==> config.mk <==
export PLATFORM = sky130hd
export DESIGN_NAME = load_bus_sequencer
export DESIGN_NICKNAME = d
export VERILOG_FILES = /design/src/rtl/load_bus_sequencer.sv
export SDC_FILE = /design/constraint.sdc
export NUM_CORES = 1
export LEC_CHECK = 0
export CORE_MARGIN = 5
export CORE_UTILIZATION = 62
export DETAILED_ROUTE_END_ITERATION = 7
export DONT_BUFFER_PORTS = 1
export GPL_ROUTABILITY_DRIVEN = 0
export GPL_TIMING_DRIVEN = 0
export PLACE_DENSITY = 0.75
export RECOVER_POWER = 25
export SYNTH_ARGS = -nofsm -noshare
export SYNTH_HDL_FRONTEND = slang
export SYNTH_SLANG_ARGS = --single-unit
==> constraint.sdc <==
create_clock -name clk -period 1.85 [get_ports clk]
set_input_delay 0.2775 -clock clk [delete_from_list [all_inputs] [get_ports clk]]
set_output_delay 0.2775 -clock clk [all_outputs]
set_load 0.03 [all_outputs]
==> src/rtl/load_bus_sequencer.sv <==
// load_bus_sequencer: arbitrates clock/alarm load requests and streams hr/min/sec over one shared bus.
module load_bus_sequencer #(
  parameter int DATA_W = 6
) (
  input  logic              clk,
  input  logic              reset,
  input  logic              time_req,
  input  logic [DATA_W-1:0] time_hr,
  input  logic [DATA_W-1:0] time_min,
  input  logic [DATA_W-1:0] time_sec,
  input  logic              alarm_req,
  input  logic [DATA_W-1:0] alarm_hr,
  input  logic [DATA_W-1:0] alarm_min,
  input  logic [DATA_W-1:0] alarm_sec,
  output logic [DATA_W-1:0] bus_data,
  output logic              ld_hr,
  output logic              ld_min,
  output logic              ld_sec,
  output logic              ld_alarm_hr,
  output logic              ld_alarm_min,
  output logic              ld_alarm_sec,
  output logic              time_ack,
  output logic              alarm_ack,
  output logic              time_nack,
  output logic              alarm_nack,
  output logic              on,
  output logic              busy
);
  typedef enum logic [2:0] {IDLE, LD_HR, LD_MIN, LD_SEC, DONE, NACK} state_t;
  state_t state_q, state_d;
  logic owner_q, owner_d;
  logic last_alarm_q, last_alarm_d;
  logic on_q, on_d;
  logic [DATA_W-1:0] hr_q, hr_d, min_q, min_d, sec_q, sec_d;
  logic alarm_elig, pick_alarm, valid;
  logic [DATA_W-1:0] in_hr, in_min, in_sec;
  // owner/last_alarm: 1 = alarm requester, 0 = time requester
  always_comb begin
    state_d      = state_q;
    owner_d      = owner_q;
    last_alarm_d = last_alarm_q;
    hr_d         = hr_q;
    min_d        = min_q;
    sec_d        = sec_q;
    alarm_elig   = alarm_req & on_q;
    pick_alarm   = alarm_elig & (~time_req | ~last_alarm_q);
    in_hr        = pick_alarm ? alarm_hr  : time_hr;
    in_min       = pick_alarm ? alarm_min : time_min;
    in_sec       = pick_alarm ? alarm_sec : time_sec;
    valid        = (in_hr <= DATA_W'(23)) && (in_min <= DATA_W'(59)) && (in_sec <= DATA_W'(59));
    case (state_q)
      IDLE: if (time_req | alarm_elig) begin
        owner_d = pick_alarm;
        hr_d    = in_hr;
        min_d   = in_min;
        sec_d   = in_sec;
        state_d = valid ? LD_HR : NACK;
      end
      LD_HR:  state_d = LD_MIN;
      LD_MIN: state_d = LD_SEC;
      LD_SEC: state_d = DONE;
      DONE, NACK: begin
        state_d      = IDLE;
        last_alarm_d = owner_q;
      end
      default: state_d = IDLE;
    endcase
    on_d = on_q | (state_d == DONE && !owner_d);
  end
  always_ff @(posedge clk or posedge reset) begin
    if (reset) begin
      state_q      <= IDLE;
      owner_q      <= 1'b0;
      last_alarm_q <= 1'b1;
      on_q         <= 1'b0;
      hr_q         <= '0;
      min_q        <= '0;
      sec_q        <= '0;
    end else begin
      state_q      <= state_d;
      owner_q      <= owner_d;
      last_alarm_q <= last_alarm_d;
      on_q         <= on_d;
      hr_q         <= hr_d;
      min_q        <= min_d;
      sec_q        <= sec_d;
    end
  end
  assign bus_data     = state_q == LD_HR ? hr_q : state_q == LD_MIN ? min_q : state_q == LD_SEC ? sec_q : '0;
  assign ld_hr        = state_q == LD_HR  && !owner_q;
  assign ld_min       = state_q == LD_MIN && !owner_q;
  assign ld_sec       = state_q == LD_SEC && !owner_q;
  assign ld_alarm_hr  = state_q == LD_HR  && owner_q;
  assign ld_alarm_min = state_q == LD_MIN && owner_q;
  assign ld_alarm_sec = state_q == LD_SEC && owner_q;
  assign time_ack     = state_q == DONE && !owner_q;
  assign alarm_ack    = state_q == DONE && owner_q;
  assign time_nack    = state_q == NACK && !owner_q;
  assign alarm_nack   = state_q == NACK && owner_q;
  assign on           = on_q;
  assign busy         = state_q != IDLE;
endmodule

* Yosys cells after proc, flatten, opt, wreduce, memory -nomap -nowiden
Index checks and enable logic that the tools add are counted. Widths: inputs -> output; s select.
Operators by class: magnitude comparators 3, equality and inequality tests 6, muxes and demuxes 11, bitwise operators 7, reduce and logical (&&, ||, !) cells 19
Operator list (count):
- $mux 6 | 6
- $logic_and 1x1->1 | 13
- $le 6x6->1 const B | 2
- $pmux 3 s4 | 1
- $eq 3x3->1 const B | 3
- $eq 3x2->1 const B | 2
- $le 6x5->1 const B | 1
- $mux 3 | 2
- $eq 3x1->1 const B | 1
- $logic_not 3->1 | 1
- $or 1x1->1 | 3
- $reduce_bool 3->1 | 1
- $and 1x1->1 | 2
- $logic_not 1->1 | 2
- $mux 1 | 2
- $not 1->1 | 2
- $reduce_and 2->1 | 1
- $reduce_or 2->1 | 1
Word-level totals: register bits 24, input port bits 40, output and inout port bits 18

* Longest topological paths before layout
Gate-level depths: netlist of the first run.
depth after elaboration 13, mapped depth 7

* Least setup slack after synthesis of the first run
No wires, ideal clock.
kind reg-to-output, start register state_q[0], end output bus_data[0], data arrival time 1439 ps, data required time 1572 ps, path slack 133 ps, stages on the path, launching flop included 5, buffers on the path 1, cells stage by stage dfrtp_1 > buf_2 > nor2b_1 > a22oi_1 > nor2_1
On the way: cells in the longest elaborated chain, start to end 4
Ends and longest elaborated chain:
- start, declared | line 30 | state_t state_q, state_d;
- start signal, assigned | line 80 | state_q <= state_d;
- $eq 3x2->1 | line 89 | assign bus_data = state_q == LD_HR ? hr_q : state_q == LD_MIN ? min_q : state_q == LD_SEC ? sec_q : '0;
- $mux 6 (2 in series) | line 89
- $mux 6 (*) | line 89
- end, declared | line 15 | output logic [DATA_W-1:0] bus_data,
Every way passes the cells marked *; elsewhere a longest branch is shown, timed or not.

* Worst setup path after layout of the first run
start register state_q[0], end output bus_data[5]
The elaborated chain is that of the path after synthesis.

==> results by group, run 1 <==
Global routing
  • GR Overflow Total: 0
  • Vias in the first global route: 1,315
  • First-pass GRT wire length: 6000 um
  • Global route hottest layer: met2
  • Grt met3 use: 6.58%
  • GR Util met1: between 20 and 30%
  • GRT Total Usage: 22.8%
  • Global Route met2 Usage: approximately two fifths
  • Pin count of the biggest net entering global routing: 25
  • Initial antenna violation count: 0

Cells and area
  • Final net count: roughly 200
  • Most common cell after layout, fill and taps aside: dfrtp_1
  • Syn-to-layout area delta: 21.4%
  • Layout cells sized above 1: 44.7%
  • N_diodes: 0
  • Post-Layout Cell Count: 189
  • Most frequent cells in the layout: dfrtp_1 (21), mux2i_1 (18), nor2_1 (17), a21oi_2 (12), a21oi_1 (9)

Pwr
  • Internal power: 1.88 mW
  • Combinational Power Share: 64.0%
  • Peak VDD IR: 0.00142 V
  • Sw Share: 48.3%
  • Clock power frac: 7.8%
  • Power Total: 3.64 mW
  • Net switching power: 1.76 mW
  • Part of the power in registers: 28.2%
  • Pwr Density: 2030 nW/um2
  • Lkg Pwr: 0.746 nW

Logic synthesis
  • Netlist cell types: 29
  • Post-synthesis sequential area ratio: 40.8%
  • Netlist area before placement: 1480 um2
  • Top cells by area, synth: dfrtp_1 (39%), mux2i_1 (12%), nor2_1 (7.1%), a21oi_2 (7.1%), mux2_2 (5.3%)
  • Mapped Nets: 190
  • Syn Area/Cell: 9.83 um2
  • Area share of the largest cell type after synthesis: 39.0%
  • Mapped Cells: 150
  • Seq cells post-synth: 24
  • Yosys warnings: 0
  • Area leader, netlist: dfrtp_1

STA
  • Fmax: ~550 MHz
  • Setup slack after layout: 45.1 ps
  • Final cycle utilization of the critical path: 97.6%
  • Slew margin rel.: 39.5%
  • Setup violators final: 0
  • Final setup skew: roughly 3.3 ps
  • Worst-Margin Slew: 906 ps
  • Unrepaired setup endpoints after global routing: yes
  • Fin. Hold Viols: 0
  • Fin crit period: 1800 ps
  • Max-slew violation count: 0

Die
  • Die W: 58.8 um
  • Core ar.: 2230 um2
  • Total Die Area: 3460 um2
  • Die Y: 58.8 um
  • Site Rows: 17
  • # IOs: 58
  • Initial Util: 66.1%

CTS
  • Post-CTS Hold Buffers: 0
  • Clock Pin Slew Worst Setup and Hold Paths: approximately 130 ps
  • Num CTS Buffers: 3
  • CTS tree: yes
  • H-tree levels: 1
  • Deepest clock path buffer count: 2
  • Worst skew pair latency: 320 ps
  • Clock sinks: 24
  • Clock root cell: clkbuf_4

Worst setup path
  • Top cell by count, worst path: buf_6
  • Reg2reg setup slack: 60 ps
  • Crit path max fanout: 5
  • Arrival @ worst endpoint: 1530 ps
  • Critical-path cell list: buf_6 -> nor2b_4 -> buf_6 -> a22oi_2 -> nor2_4
  • Crit path kind: reg -> out
  • Max stage delay on crit path: 440 ps
  • Critical path required time: 1570 ps
  • Slowest CP cell: dfrtp_2
  • Crit path launch type: flop
  • Worst setup EP type: output port

Routing
  • Post-DR wirelength/cell: 19.3 um
  • Via count: 1,171
  • Initial DRT Pass Iterations: 4
  • Residual DRC: 0
  • Via-per-instance ratio: around 6.2
  • ANT nets after route: 0
  • Drt initial violations: 24
  • Total Routed Length: 3660 um

Hold path
  • Hold Path Class: in -> async

Status
  • Outcome: finished clean

Placement
  • DP Worst Slack: -111 ps
  • Post-DP HPWL: 2690 um
  • Dpl cells: between 150 and 200
  • PortBufs: 0

Job
  • Max Cap Violations: 0
## power groups by stage
stage	logic, mW	clock network [mW]	registers (mW)
5_1_grt	2.52	0.305	1.06
3_3_place_gp	1.78	0	0.972
2_1_floorplan	1.60	0	0.921
6_report	2.33	0.282	1.03
4_1_cts	2.18	0.282	1.01
3_5_place_dp	1.83	0	0.977
## metal layers
layer	vias up	part of all wire [%]
met4	0	2.2
met5	-	0
met3	9	8.8
met1	565	38
met2	52	51
li1	545	-
## logic make-up (layout without fill, tap and decap cells)
kind of cell / Yosys count / after routing / synth area share, %
simple gates: 56 / 56 / 19.4
compound gates: 31 / 31 / 14.9
mux: 25 / 25 / 17.6
flops: 24 / 24 / 40.8
buf+inv: 13 / 24 / 6.70
xor+xnor: 1 / 1 / 0.594
## flip-flops by register name (all words and copies together) (netlist names)
register / flops
hr_q: 6
min_q: 6
sec_q: 6
state_q: 3
last_alarm_q: 1
on: 1
owner_q: 1
## synth_stat cells (all sizes together)
cell / count
nor2: 32
dfrtp: 23
a21oi: 21
mux2i: 18
mux2: 7
a22oi: 6
buf: 6
clkbuf: 5
nand4: 5
nand2: 4
nand2b: 3
nor2b: 3
nor3: 3
o21ai: 3
and3: 2
inv: 2
a32o: 1
dfstp: 1
nand3: 1
nand4b: 1
or2: 1
or3: 1
xnor2: 1
## worst paths after layout
| check | end | depth (start not counted) | start |
|---|---|---|---|
| min reg2reg | min_q[5]$_DFFE_PP0P_ | 2 | min_q[5]$_DFFE_PP0P_ |
| max reg2reg | hr_q[3]$_DFFE_PP0P_ | 7 | state_q[2]$_DFF_PP0_ |
| min | state_q[1]$_DFF_PP0_ | 1 | reset |
| max | bus_data[5] | 5 | state_q[0]$_DFF_PP0_ |
| max in group asynchronous | owner_q$_DFF_PP0_ | 1 | reset |
| min in group clk | owner_q$_DFF_PP0_ | 3 | time_req |
## per-stage QoR
stage                     area, um2  TNS (ps)  utilization (%)  hold WS (ps)
final                          1790         0             80.2          23.8
after global routing           1790     -17.7             80.2           101
after CTS                      1720         0             76.8          54.9
after detailed placement       1510      -645             67.6           407
after global placement         1510      -468             67.6           390
after floorplan                1480         0                -           291
## repair_timing
| item | CTS | global route |
|---|---|---|
| cloned | 0 | 1 |
| hold endpoints to repair | 0 | 0 |
| pin swaps | 2 | 6 |
| setup endpoints to repair | 14 | 21 |
| resized for setup | 37 | 11 |
| buffers inserted | 4 | 3 |
## cell type report
class	count	area, um2
clock buffers	4	36.3
flip-flops and latches	24	604
plain buffers	10	109
well taps	28	35.0
fillers	143	443
inverters	2	7.51
repair buffers	8	77.6
multi-input cells	113	921
## worst max-delay path: cells and delay by family, from the launching register on
kind / cells / cell delay (ps)
AOI/OAI and AO/OA: 1 / 80
buffers and inverters: 2 / 260
DFF: 1 / 440
and+or+nand+nor: 2 / 420
Power figures use the tool's default switching activity.
==> inputs of run 2 (changes only) <==
- CORE_UTILIZATION: 62 -> 50
- PLACE_DENSITY: 0.75 -> 0.62
==> results by group, run 2 (synthesized netlist as in run 1, its figures left out) <==
Routing
  • Total Routed Length: 3630 um
  • Via count: 1,143
  • ANT nets after route: 0
  • Residual DRC: 0
  • Post-DR wirelength/cell: a little under 20 um
  • Initial DRT Pass Iterations: 4
  • Drt initial violations: 30
  • Via-per-instance ratio: 6.05

Worst setup path
  • Max stage delay on crit path: 440 ps
  • Reg2reg setup slack: about 110 ps
  • Critical path required time: 1570 ps
  • Crit path max fanout: 8
  • Crit path launch type: flop
  • R2R cell count: 6
  • Worst flop-to-flop path startpoint: state_q[0]$_DFF_PP0_
  • Slowest CP cell: dfrtp_1
  • Reg2reg end: hr_q[3]$_DFFE_PP0P_
  • Arrival @ worst endpoint: 1560 ps
  • Critical-path cell list: buf_6 -> nor2b_4 -> a22oi_2 -> nor2_4
  • Worst setup EP type: output port
  • Crit path kind: reg -> out

Pwr
  • Peak VDD IR: 0.00152 V
  • Power Total: roughly 3.6 mW
  • Lkg Pwr: about 0.73 nW
  • Pwr Density: just over 2000 nW/um2

STA
  • Fin crit period: 1840 ps
  • Max-slew violation count: 0
  • Final cycle utilization of the critical path: between 90 and 100%
  • Worst-Margin Slew: 904 ps
  • Setup slack after layout: roughly 11 ps
  • Fin. Hold Viols: 0
  • Slew margin rel.: 39.7%
  • Setup violators final: 0
  • Final setup skew: 13.0 ps
  • Fmax: ~540 MHz
  • Unrepaired setup endpoints after global routing: yes

Cells and area
  • Most frequent cells in the layout: dfrtp_1 (22), mux2i_1 (18), nor2_1 (16), a21oi_2 (12), a21oi_1 (9)
  • Most common cell after layout, fill and taps aside: dfrtp_1
  • Multi-input logic area: 927 um2
  • Regs by FF count: hr_q (6), min_q (6), sec_q (6)
  • Final net count: 199
  • N_diodes: 0
  • Post-layout util: between 60% and 70%
  • Layout cells sized above 1: 44.9%
  • Design Area, Final: 1760 um2
  • Syn-to-layout area delta: 19.3%
  • Post-Layout Cell Count: 189
  • FF+latch area: 603 um2
  • Fill cells: 247

Global routing
  • Vias in the first global route: 1,251
  • GRT Total Usage: 18.6%
  • First-pass GRT wire length: 6040 um
  • Initial antenna violation count: 0
  • GR Overflow Total: 0
  • Pin count of the biggest net entering global routing: 25

Die
  • Die Y: about 64 um
  • # IOs: 58
  • Die W: between 60 and 70 um
  • Core ar.: ~2800 um2
  • Initial Util: 53.0%
  • Total Die Area: 4140 um2
  • Site Rows: 19

Hold path
  • Hold Path Class: in -> async

CTS
  • CTS tree: yes
  • Post-CTS Hold Buffers: 0
  • Clock root cell: clkbuf_4
  • H-tree levels: 1
  • Num CTS Buffers: 3
  • Deepest clock path buffer count: 2
  • Clock sinks: 24
  • Clock Pin Slew Worst Setup and Hold Paths: 150 ps
  • Worst skew pair latency: 330 ps

Placement
  • Post-DP HPWL: 2690 um
  • DP Worst Slack: -200 ps
  • PortBufs: 0
  • Placed Area: 1510 um2
  • Dpl cells: 181

Status
  • Outcome: finished clean

Job
  • Max Cap Violations: 0
## run 2: where the power goes
part,switching [mW],leakage (nW),total [mW],internal (mW)
clock network,0.168,0.0210,0.289,0.120
logic,1.33,0.439,2.25,0.913
registers,0.235,0.266,1.02,0.790
## run 2: stage by stage
| step | TNS, ps | hold WS [ps] |
|---|---|---|
| finish | 0 | 15.4 |
| global placement | -718 | 406 |
| detailed placement | -1160 | 420 |
| global route | -370 | 121 |
| CTS | -21.5 | 58.2 |
| floorplan | 0 | 291 |
## run 2: worst max path at each step
stage | startpoint | end
5_1_grt | state_q[0]$_DFF_PP0_ | bus_data[2]
2_1_floorplan | state_q[0]$_DFF_PP0_ | bus_data[0]
6_report | state_q[0]$_DFF_PP0_ | bus_data[4]
3_3_place_gp | state_q[0]$_DFF_PP0_ | bus_data[4]
4_1_cts | state_q[0]$_DFF_PP0_ | bus_data[5]
3_5_place_dp | state_q[0]$_DFF_PP0_ | bus_data[5]
## run 2: worst max-delay path, delay by kind of cell (launching register included)
family	cells	cell delay [ps]
DFF	1	440
buffers and inverters	1	150
and+or+nand+nor	2	490
AOI/OAI and AO/OA	1	150
## run 2: final cells by class
class                           instances  area share [%]
Buffer                                 10            6.19
Multi-Input combinational cell        113            52.7
Sequential cell                        24            34.3
Clock buffer                            4            2.06
Tap cell                               31            2.20
Inverter                                2           0.427
Timing Repair Buffer                    5            2.13
## run 2: repair_timing
action,CTS,global route
pin swaps,2,3
gates resized for setup,40,7
setup endpoints to repair,15,10
setup buffers,4,1
hold endpoints to repair,0,0
## run 2: layer usage
layer / GRT usage (%) / routed length [um] / vias up
li1: - / - / 542
met1: 23.1 / 1490 / 553
met2: 30.7 / 1780 / 44
met3: 6.83 / 329 / 4
met4: 4.58 / 31 / 0
met5: 0 / 0 / -
==> inputs of run 3 (changes only) <==
==> constraint.sdc (replaced) <==
create_clock -name clk -period 1.8 [get_ports clk]
set_input_delay 0.27 -clock clk [delete_from_list [all_inputs] [get_ports clk]]
set_output_delay 0.27 -clock clk [all_outputs]
set_load 0.005 [all_outputs]
==> results by group, run 3 (synthesized netlist as in run 1, its figures left out) <==
STA
  • Setup violators final: 0
  • Fmax: 584 MHz
  • Unrepaired setup endpoints after global routing: no
  • Final setup skew: about 12 ps
  • Slew margin rel.: 38.9%
  • Max-slew violation count: 0
  • Worst-Margin Slew: between 900 and 1000 ps
  • Fin. Hold Viols: 0
  • Final cycle utilization of the critical path: 95.1%
  • Fin crit period: 1710 ps

Worst setup path
  • Reg2reg setup slack: 90 ps
  • Crit. Startpoint: state_q[1]$_DFF_PP0_
  • Arrival @ worst endpoint: 1930 ps
  • Critical path required time: slightly above 2000 ps
  • Crit path launch type: flop
  • R2R cell count: 6
  • Crit path kind: reg -> reg
  • WP buf/inv: 3
  • Reg2reg end: hr_q[4]$_DFFE_PP0P_
  • Top delay family on crit path: simple AND/OR/NAND/NOR gates
  • Crit path max fanout: 19
  • Top cell by count, worst path: buf_6
  • Worst flop-to-flop path startpoint: state_q[1]$_DFF_PP0_
  • Worst setup EP type: flop
  • Critical-path cell list: buf_6 -> or3_4 -> buf_6 -> nor2_8 -> clkbuf_8 -> a21oi_2
  • Slowest CP cell: dfrtp_1
  • Max stage delay on crit path: 400 ps

Die
  • Die Y: around 64 um
  • # IOs: 58
  • Total Die Area: 4140 um2
  • Site Rows: 19
  • Core ar.: 2780 um2
  • Initial Util: 53.0%
  • Die W: roughly 64 um

CTS
  • Num CTS Buffers: 3
  • Deepest clock path buffer count: 2
  • CTS tree: yes
  • Clock sinks: 24
  • H-tree levels: 1
  • Worst skew pair latency: 320 ps
  • Clock root cell: clkbuf_4
  • Post-CTS Hold Buffers: 0
  • Clock Pin Slew Worst Setup and Hold Paths: 140 ps

Cells and area
  • Layout cells sized above 1: 28.2%
  • Most frequent cells in the layout: nor2_1 (28), dfrtp_1 (23), mux2i_1 (18), a21oi_2 (12), a21oi_1 (9)
  • N_diodes: 0
  • Most common cell after layout, fill and taps aside: nor2_1
  • Final net count: 197
  • Regs by FF count: hr_q (6), min_q (6), sec_q (6)
  • Fill cells: 277
  • Post-layout util: 57.2%
  • Syn-to-layout area delta: 7.80%

Global routing
  • Pin count of the biggest net entering global routing: 25
  • First-pass GRT wire length: 5840 um
  • Vias in the first global route: 1,213
  • Initial antenna violation count: 0
  • GRT Total Usage: 17.9%
  • GR Overflow Total: 0

Routing
  • Drt initial violations: 45
  • Total Routed Length: between 3000 and 4000 um
  • Residual DRC: 0
  • Via-per-instance ratio: 6.02
  • ANT nets after route: 0
  • Via count: 1,126
  • Initial DRT Pass Iterations: 4
  • Post-DR wirelength/cell: approximately 19 um

Pwr
  • Peak VDD IR: 0.00112 V
  • Lkg Pwr: 0.696 nW
  • Pwr Density: 1830 nW/um2
  • Power Total: 2.91 mW

Placement
  • Post-DP HPWL: 2690 um
  • PortBufs: 0

Status
  • Outcome: finished clean

Hold path
  • Hold Path Class: in -> async

Job
  • Max Cap Violations: 0
-- run 3: cell count changes in the layout (fill, tap and decap cells not counted), moves of 4 or more --
| cell | before | now |
|---|---|---|
| a22oi_1 | 0 | 5 |
| nor2_4 | 8 | 0 |
| nor2_2 | 7 | 3 |
| a22oi_2 | 6 | 1 |
| nor2_1 | 16 | 28 |
-- run 3: report_power, final --
group	leakage, nW	internal, mW	switching (mW)	total [mW]
Combinational	0.408	0.771	0.875	1.65
Sequential	0.267	0.810	0.166	0.976
Clock	0.0210	0.124	0.169	0.292
-- run 3: per-stage QoR --
stage	TNS, ps	hold slack [ps]	cells	cell area [um2]	setup slack, ps
floorplan	0	284	150	1480	261
global placement	0	399	181	1510	39.5
detailed placement	-58.7	413	181	1510	-37.2
CTS	0	50.8	185	1570	29.2
global route	0	106	187	1590	2.26
finish	0	15.8	187	1590	88.8
-- run 3: per-layer routing --
layer  global-route usage, %  vias up  wire (um)
met1                    23.3      539       1460
met4                    4.58        0         31
li1                        -      534          -
met3                    7.01        4        362
met2                    27.9       49       1630
met5                       0        -          0
-- run 3: final cells by class --
type | count | area (um2) | area share, %
timing repair buffer | 3 | 22.5 | 1.42
clock buffer | 4 | 36.3 | 2.28
multi-input combinational | 113 | 787 | 49.5
inverter | 2 | 7.51 | 0.472
buffer | 10 | 96.3 | 6.06
sequential | 24 | 602 | 37.8
tap | 31 | 38.8 | 2.44
-- run 3: worst register-to-register path, cell delays in order, from the launching register on --
cell and delay [ps]:
dfrtp_1 400, buf_6 160, or3_4 390, buf_6 140, nor2_8 210, clkbuf_8 240, a21oi_2 70
-- run 3: repair_timing --
| action | CTS | global route |
|---|---|---|
| resized for setup | 4 | 4 |
| setup endpoints to repair | 8 | 8 |
| setup buffers | 1 | 2 |
-- run 3: how the worst max path moves through the flow --
stage          slack [ps]  depth (start not counted)              endpoint
5_1_grt                 2                          4           bus_data[5]
2_1_floorplan         260                          6   hr_q[1]$_DFFE_PP0P_
4_1_cts                30                          3             time_nack
3_3_place_gp           40                          5  min_q[5]$_DFFE_PP0P_
3_5_place_dp          -40                          5  min_q[5]$_DFFE_PP0P_
6_report               90                          6   hr_q[4]$_DFFE_PP0P_
